==> config.mk <==
export PLATFORM = sky130hd
export DESIGN_NAME = logic_unit_arbiter
export DESIGN_NICKNAME = d
export VERILOG_FILES = /design/src/rtl/logic_unit_arbiter.sv
export SDC_FILE = /design/constraint.sdc
export NUM_CORES = 1
export LEC_CHECK = 0
export ABC_AREA = 1
export ABC_CLOCK_PERIOD_IN_PS = 2000
export CORE_UTILIZATION = 43
export DETAILED_ROUTE_END_ITERATION = 16
export PLACE_DENSITY = 0.75
export RECOVER_POWER = 100
export SLEW_MARGIN = 20
export SYNTH_ARGS = -nofsm -noshare
export SYNTH_HDL_FRONTEND = slang
export SYNTH_SLANG_ARGS = --single-unit
==> constraint.sdc <==
create_clock -name clk -period 2 [get_ports clk]
set_input_delay 0.2 -clock clk [delete_from_list [all_inputs] [get_ports clk]]
set_output_delay 0.2 -clock clk [all_outputs]
set_load 0.05 [all_outputs]
==> src/rtl/logic_unit_arbiter.sv <==
// Round-robin share of a 2-bit logic unit {a|b, a&b}, a^b across NUM_REQ requesters; 1-cycle latency.
// A full output stage with rsp_ready low withholds every req_ready; optional LOGIC_ARB_STATS_EN adds xfer_cnt.
module logic_unit_arbiter #(
  parameter  int NUM_REQ = 4,
  localparam int ID_W    = $clog2(NUM_REQ)
) (
  input  logic                 clk,
  input  logic                 rst_n,
  input  logic [NUM_REQ-1:0]   req_valid,
  input  logic [2*NUM_REQ-1:0] req_data,
  output logic [NUM_REQ-1:0]   req_ready,
  output logic                 rsp_valid,
  input  logic                 rsp_ready,
  output logic [ID_W-1:0]      rsp_id,
  output logic [1:0]           rsp_out1,
  output logic                 rsp_xor
`ifdef LOGIC_ARB_STATS_EN
  ,
  output logic [15:0]          xfer_cnt
`endif
);

  typedef enum logic {EMPTY, FULL} state_t;

  state_t          state, state_nxt;
  logic [ID_W-1:0] rr_ptr;
  logic [ID_W-1:0] win_idx;
  logic            win_vld;
  logic [ID_W-1:0] cand_idx;
  int              cand;
  logic            can_accept;
  logic            accept;
  logic [1:0]      win_ops;

  // Scan from rr_ptr with an explicit wrap so a non-power-of-2 count never indexes past NUM_REQ-1.
  always_comb begin
    win_vld  = 1'b0;
    win_idx  = '0;
    cand     = 0;
    cand_idx = '0;
    for (int k = 0; k < NUM_REQ; k++) begin
      cand = int'(rr_ptr) + k;
      if (cand >= NUM_REQ) cand = cand - NUM_REQ;
      cand_idx = ID_W'(cand);
      if (!win_vld && req_valid[cand_idx]) begin
        win_vld = 1'b1;
        win_idx = cand_idx;
      end
    end
  end

  assign rsp_valid  = (state == FULL);
  // Gated by rst_n so no grant is offered while reset is held.
  assign can_accept = rst_n && (!rsp_valid || rsp_ready);
  assign accept     = win_vld && can_accept;
  assign win_ops    = req_data[{win_idx, 1'b0} +: 2];

  always_comb begin
    req_ready = '0;
    if (accept) req_ready[win_idx] = 1'b1;
  end

  always_comb begin
    state_nxt = state;
    case (state)
      EMPTY:   if (accept) state_nxt = FULL;
      FULL:    if (rsp_ready && !accept) state_nxt = EMPTY;
      default: state_nxt = EMPTY;
    endcase
  end

  always_ff @(posedge clk or negedge rst_n) begin
    if (!rst_n) begin
      state    <= EMPTY;
      rr_ptr   <= '0;
      rsp_id   <= '0;
      rsp_out1 <= '0;
      rsp_xor  <= 1'b0;
    end else begin
      state <= state_nxt;
      if (accept) begin
        rsp_id   <= win_idx;
        rsp_out1 <= {win_ops[0] | win_ops[1], win_ops[0] & win_ops[1]};
        rsp_xor  <= win_ops[0] ^ win_ops[1];
        rr_ptr   <= (win_idx == ID_W'(NUM_REQ - 1)) ? '0 : win_idx + 1'b1;
      end
    end
  end

`ifdef LOGIC_ARB_STATS_EN
  always_ff @(posedge clk or negedge rst_n) begin
    if (!rst_n)      xfer_cnt <= '0;
    else if (accept) xfer_cnt <= xfer_cnt + 16'd1;
  end
`endif

endmodule

Word level (Yosys, flattened, before mapping)

Index checks and enable logic that the tools add are counted.

Order comparisons: 10
Add/subtract/negate cells: 8
Shifts and indexed selects: 1
Div/mod/pow operators: 0
Reductions and logical operators: 13
Multiply operators: 0
Mux-type cells: 27
Equality and inequality tests: 1
Bitwise gates (word level): 4

Operator list:

| cell                                                                                | number |
|---|---|
| 2-bit two-way mux                                                                   | 9 |
| 2-bit by 3-bit < comparator with 1-bit output, second input constant                | 5 |
| 1-bit two-way mux                                                                   | 11 |
| 3-bit greater-or-equal comparator, second input constant                            | 3 |
| 1-bit binary-select mux with 2-bit select                                           | 4 |
| 8-bit by 4-bit indexed part select with 2-bit output                                | 1 |
| 2-bit by 1-bit subtractor with 2-bit output, second input constant                  | 4 |
| 1-bit logical AND                                                                   | 7 |
| 2-bit by 2-bit adder with 3-bit output, second input constant                       | 2 |
| 1-bit zero test                                                                     | 5 |
| 4-bit two-way mux                                                                   | 1 |
| 2-bit by 1-bit adder with 3-bit output, second input constant                       | 1 |
| 2-bit by 3-bit greater-or-equal comparator with 1-bit output, second input constant | 1 |
| 2-bit by 1-bit adder with 2-bit output, second input constant                       | 1 |
| 1-bit demux with 2-bit select                                                       | 1 |
| 2-bit == test, second input constant                                                | 1 |
| 2-bit by 1-bit greater-or-equal comparator with 1-bit output, second input constant | 1 |
| 1-bit case mux with 2 select lines                                                  | 1 |
| 1-bit AND                                                                           | 1 |
| 1-bit logical OR                                                                    | 1 |
| 1-bit inverter                                                                      | 1 |
| 1-bit OR                                                                            | 1 |
| 1-bit bitwise XOR                                                                   | 1 |

Logic and storage cells: 69
Latch bits: 0
Output and inout bits: 10
RAM bits: 0
Register bits: 8
ROM bits: 0
Memories: 0

Longest topological paths before layout

Word-level depth: 19
Gate-level depth with buffers: 17
Mapped depth without buffers: 15

Worst setup path after synthesis

OpenSTA, ideal clock, no wires.

Kind: reg-to-output
From: reg rr_ptr[0]
To: out req_ready[1]
Stages on the path, launching flop included: 15
Slack: -0.371 ns
Data required time: 1.800 ns
Path buffers: 2
Arrival: 2.171 ns
Path through: dfrtp_1 -> buf_6 -> inv_6 -> nand2_1 -> nand3_2 -> nand2_2 -> inv_2 -> nand2_1 -> nand2_4 -> nand3_2 -> buf_6 -> inv_1 -> ha_1 -> inv_1 -> nor2_1

Cells in the longest elaborated chain, start to end: 19

Ends and longest elaborated chain:

| what                                                                                                                                                | RTL line | source |
|---|---|---|
| start: declaration                                                                                                                                  | 26       | `logic [ID_W-1:0] rr_ptr;` |
| start signal: assignment                                                                                                                            | 85       | `rr_ptr <= (win_idx == ID_W'(NUM_REQ - 1)) ? '0 : win_idx + 1'b1;` |
| branches (longest 13 deep; another with 2-bit by 1-bit adder with 3-bit output)                                                                     | --       |  |
| 2-bit two-way mux (*)                                                                                                                               | 45       | `if (!win_vld && req_valid[cand_idx]) begin` |
| named net win_idx[0]                                                                                                                                | 27       | `logic [ID_W-1:0] win_idx;` |
| 2-bit by 3-bit < comparator with 1-bit output (not written as such) or 2-bit by 1-bit greater-or-equal comparator with 1-bit output (tied branches) | 60       | `if (accept) req_ready[win_idx] = 1'b1;` |
| 1-bit logical AND (not written as such)                                                                                                             | 60       |  |
| 1-bit two-way mux (not written as such)                                                                                                             | 60       |  |
| 1-bit demux with 2-bit select (*)                                                                                                                   | 60       |  |
| 4-bit two-way mux (*)                                                                                                                               | 60       |  |
| end: declaration                                                                                                                                    | 11       | `output logic [NUM_REQ-1:0] req_ready,` |

Mark *: on every way through the listed nets, which the timed path passes. The select of a mux whose other input is x is not followed.

Worst setup path after layout

From: reg rr_ptr[0]
To: out req_ready[0]

Cells in the longest elaborated chain, start to end: 19

Ends and longest elaborated chain:

| what                                                                            | RTL line |
|---|---|
| branches (longest 18 deep; another with 2-bit by 1-bit adder with 3-bit output) | -- |
| 4-bit two-way mux (*)                                                           | 60 |

Every way passes the cells marked *. The select of a mux whose other input is x is not followed.

==> flow_summary.yaml <==
status:
  outcome: "finished, violations left"
  violations: "setup timing"
timing:
  fin_skew_ns: 0.00194
  post-route-min-period_ns: 2.31
  hold_ws_ns: 0.461
  max_freq_mhz: 433
  rsz0062_at_grt: "true"
  setup_viol: 7
  fin_crit_sh_pct: 115
  slew_headroom_pct: 66.7
  fin_ws_ns: -0.309
  tns_ns: -1.60
  worst_slew_pin_slew_ns: 0.498
  slew_viol_final: 0
  hold_viol: 0
finish:
  finalInstanceArea_um2: 1740
  fillers: 89
  layout-drive-gt1-share_pct: 50.5
  antennaDiodeCount: 0
  syn_to_final_growth_pct: 83.4
  finalNetCount: 215
  final_cells: 219
min_path:
  hp-class: "input pin to async pin"
global_routing:
  overflow: 0
  grt_pass1_vias: 1135
  antenna_found_initial: 0
  grt_pass1_wl_mm: 4.98
  grt_max_degree: 10
  track_usage_pct: 26.8
placed_design:
  dpl.hpwl_mm: 1.84
  place_inst: 207
  io_buffers: 24
  post_dp_cell_area_um2: 1370
  place.gp.congestion: 0.858
floorplanning:
  num_io_pins: 25
  die_w_um: 48.9
  initial_core_util_pct: 46.8
  die_h_um: 48.9
  dieArea_um2: 2390
  row_count: 16
  core_area_um2: 2020
clocking:
  clk_pin_slew_ns: 0.06
  cts.sinks: 8
  cts-root-buf: "clkbuf_4"
  cts_max_level: 1
  cts-buffers-inserted: 3
  cts_buffer_depth: 2
  cts_tree: "done"
  cts_hold_buffers: 0
  worstSkewPairLatency_ns: 0.27
synth:
  ys_warn_count: 0
  syn_nets: 166
  synthMostInstantiatedCell: "nand2_1"
  yosys-top-cells-count: "50 x nand2_1, 20 x inv_1, 13 x nand3_1"
  synthTopCellsByArea: "dfrtp_1 21%, nand2_1 20%, ha_1 7.9%"
  synth_edf_count: 0
  synth_top_area_cell: "dfrtp_1"
  syn_area_um2: 947
  syn_area_per_cell_um2: 6.53
  async_flop_share_pct: 100
  synth-seq-area-share_pct: 21.1
  synth_cell_type_count: 21
  synth_top_flop_cell: "dfrtp_1"
  netlist_instances: 145
  synth-seq-cells: 8
  netlist.area_leader.share_pct: 21.1
detailed_routing:
  viasPerCell: 5.54
  antenna_left: 0
  drc_errors: 0
  avgRoutedWirePerCell_um: 17.2
  drt_iter0_markers: 71
  dr_total_vias: 1213
  first_pass_iters: 4
  wl_mm: 3.77
run:
  drv_cap: 0
critical_path:
  cp-end-kind: "primary output"
  critPathMaxFanout: 5
  cp_data_required_time_ns: 1.80
  startpoint: "rr_ptr[0]$_DFFE_PN0P_"
  reg2reg_from: "rr_ptr[0]$_DFFE_PN0P_"
  worstSetupPathType: "flop to primary output"
  startpoint_type: "flop"
  crit_arrival_ns: 2.11
-- cell usage in the layout, fill, tap and decap left out --
cell type | synthesis | layout
nor2_4 | 0 | 5
clkdlybuf4s50_1 | 0 | 13
buf_4 | 1 | 16
buf_12 | 0 | 5
buf_6 | 2 | 5
nand3_4 | 1 | 5
nand4_1 | 8 | 8
nand2_1 | 50 | 32
o21a_1 | 2 | 2
clkinv_4 | 0 | 1
clkbuf_4 | 0 | 3
clkbuf_1 | 0 | 1
inv_4 | 0 | 5
o21ai_1 | 5 | 5
nand3_1 | 13 | 6
nand2_2 | 7 | 15
dfrtp_1 | 8 | 6
nand3_2 | 4 | 7
inv_2 | 4 | 5
ha_2 | 0 | 1
ha_4 | 0 | 5
inv_1 | 20 | 14
o21ai_0 | 1 | 1
inv_6 | 1 | 1
nor2_8 | 1 | 1
dfrtp_2 | 0 | 2
nor2_2 | 1 | 1
dlygate4sd3_1 | 0 | 7
nand2_4 | 4 | 14
-- flip-flops by register name, summed over array words and instances (netlist names) --
name / flops
rsp_id: 2
rsp_out1: 2
rr_ptr: 2
rsp_valid: 1
rsp_xor: 1
-- per-layer routing --
| layer | vias up | share of wire [%] | GRT usage [%] |
|---|---|---|---|
| met5 | - | 0 | 0 |
| met4 | 0 | 5.2 | 11.3 |
| met3 | 15 | 4.1 | 3.12 |
| met2 | 64 | 51 | 48.1 |
| met1 | 586 | 39 | 31.8 |
| li1 | 548 | - | - |
-- layout make-up --
| type | count | area [µm²] | share of cell area (%) |
|---|---|---|---|
| Clock buffer | 3 | 22.5 | 1.30 |
| Inverter | 26 | 120 | 6.92 |
| Multi-Input combinational cell | 108 | 877 | 50.5 |
| Sequential cell | 8 | 203 | 11.7 |
| Tap cell | 27 | 33.8 | 1.95 |
| Timing Repair Buffer | 47 | 480 | 27.7 |
-- critical path, stage by stage (launching register included) --
cell and delay [ns]:
dfrtp_2 0.47, buf_6 0.15, nand2_4 0.06, nand2_4 0.07, nand2_4 0.09, nand2_4 0.07, nor2_8 0.14, nand3_4 0.10
nand3_4 0.13, buf_12 0.12, ha_4 0.14, inv_4 0.04, nor2_4 0.11, buf_12 0.15
-- metrics by stage --
step	util (%)	worst slack, ns
global route	85.9	-0.386
CTS	78.3	-0.250
finish	85.9	-0.309
global placement	67.6	-0.241
detailed placement	67.6	-0.234
floorplan	-	-0.0156
-- final timing paths --
kind | to | slack, ns | depth (start not counted)
min in group clk | rsp_out1[1]$_DFFE_PN0P_ | 0.53 | 2
max in group asynchronous | rr_ptr[0]$_DFFE_PN0P_ | 1.21 | 2
setup reg to reg | rsp_out1[1]$_DFFE_PN0P_ | -0.21 | 16
setup / recovery | req_ready[0] | -0.31 | 13
hold reg to reg | rsp_out1[1]$_DFFE_PN0P_ | 0.53 | 2
hold / removal | rsp_out1[0]$_DFFE_PN0P_ | 0.46 | 2
-- logic make-up (layout without fill, tap and decap cells) --
family	after synthesis	in the layout	synth area share, %
adder cells (fa/ha/maj)	6	6	7.93
AND/OR/NAND/NOR	94	94	52.2
buffers and inverters	29	76	14.0
flip-flops	8	8	21.1
AO/OA/AOI/OAI	8	8	4.75
-- what timing repair did --
item	in CTS	in global routing
hold endpoints to repair	0	0
pin swaps	16	16
resized for setup	41	32
setup endpoints to repair	10	7
buffers inserted	7	2
Power is not shown: default switching activity piles up to over one toggle a cycle in this logic, so the estimate is an artifact.
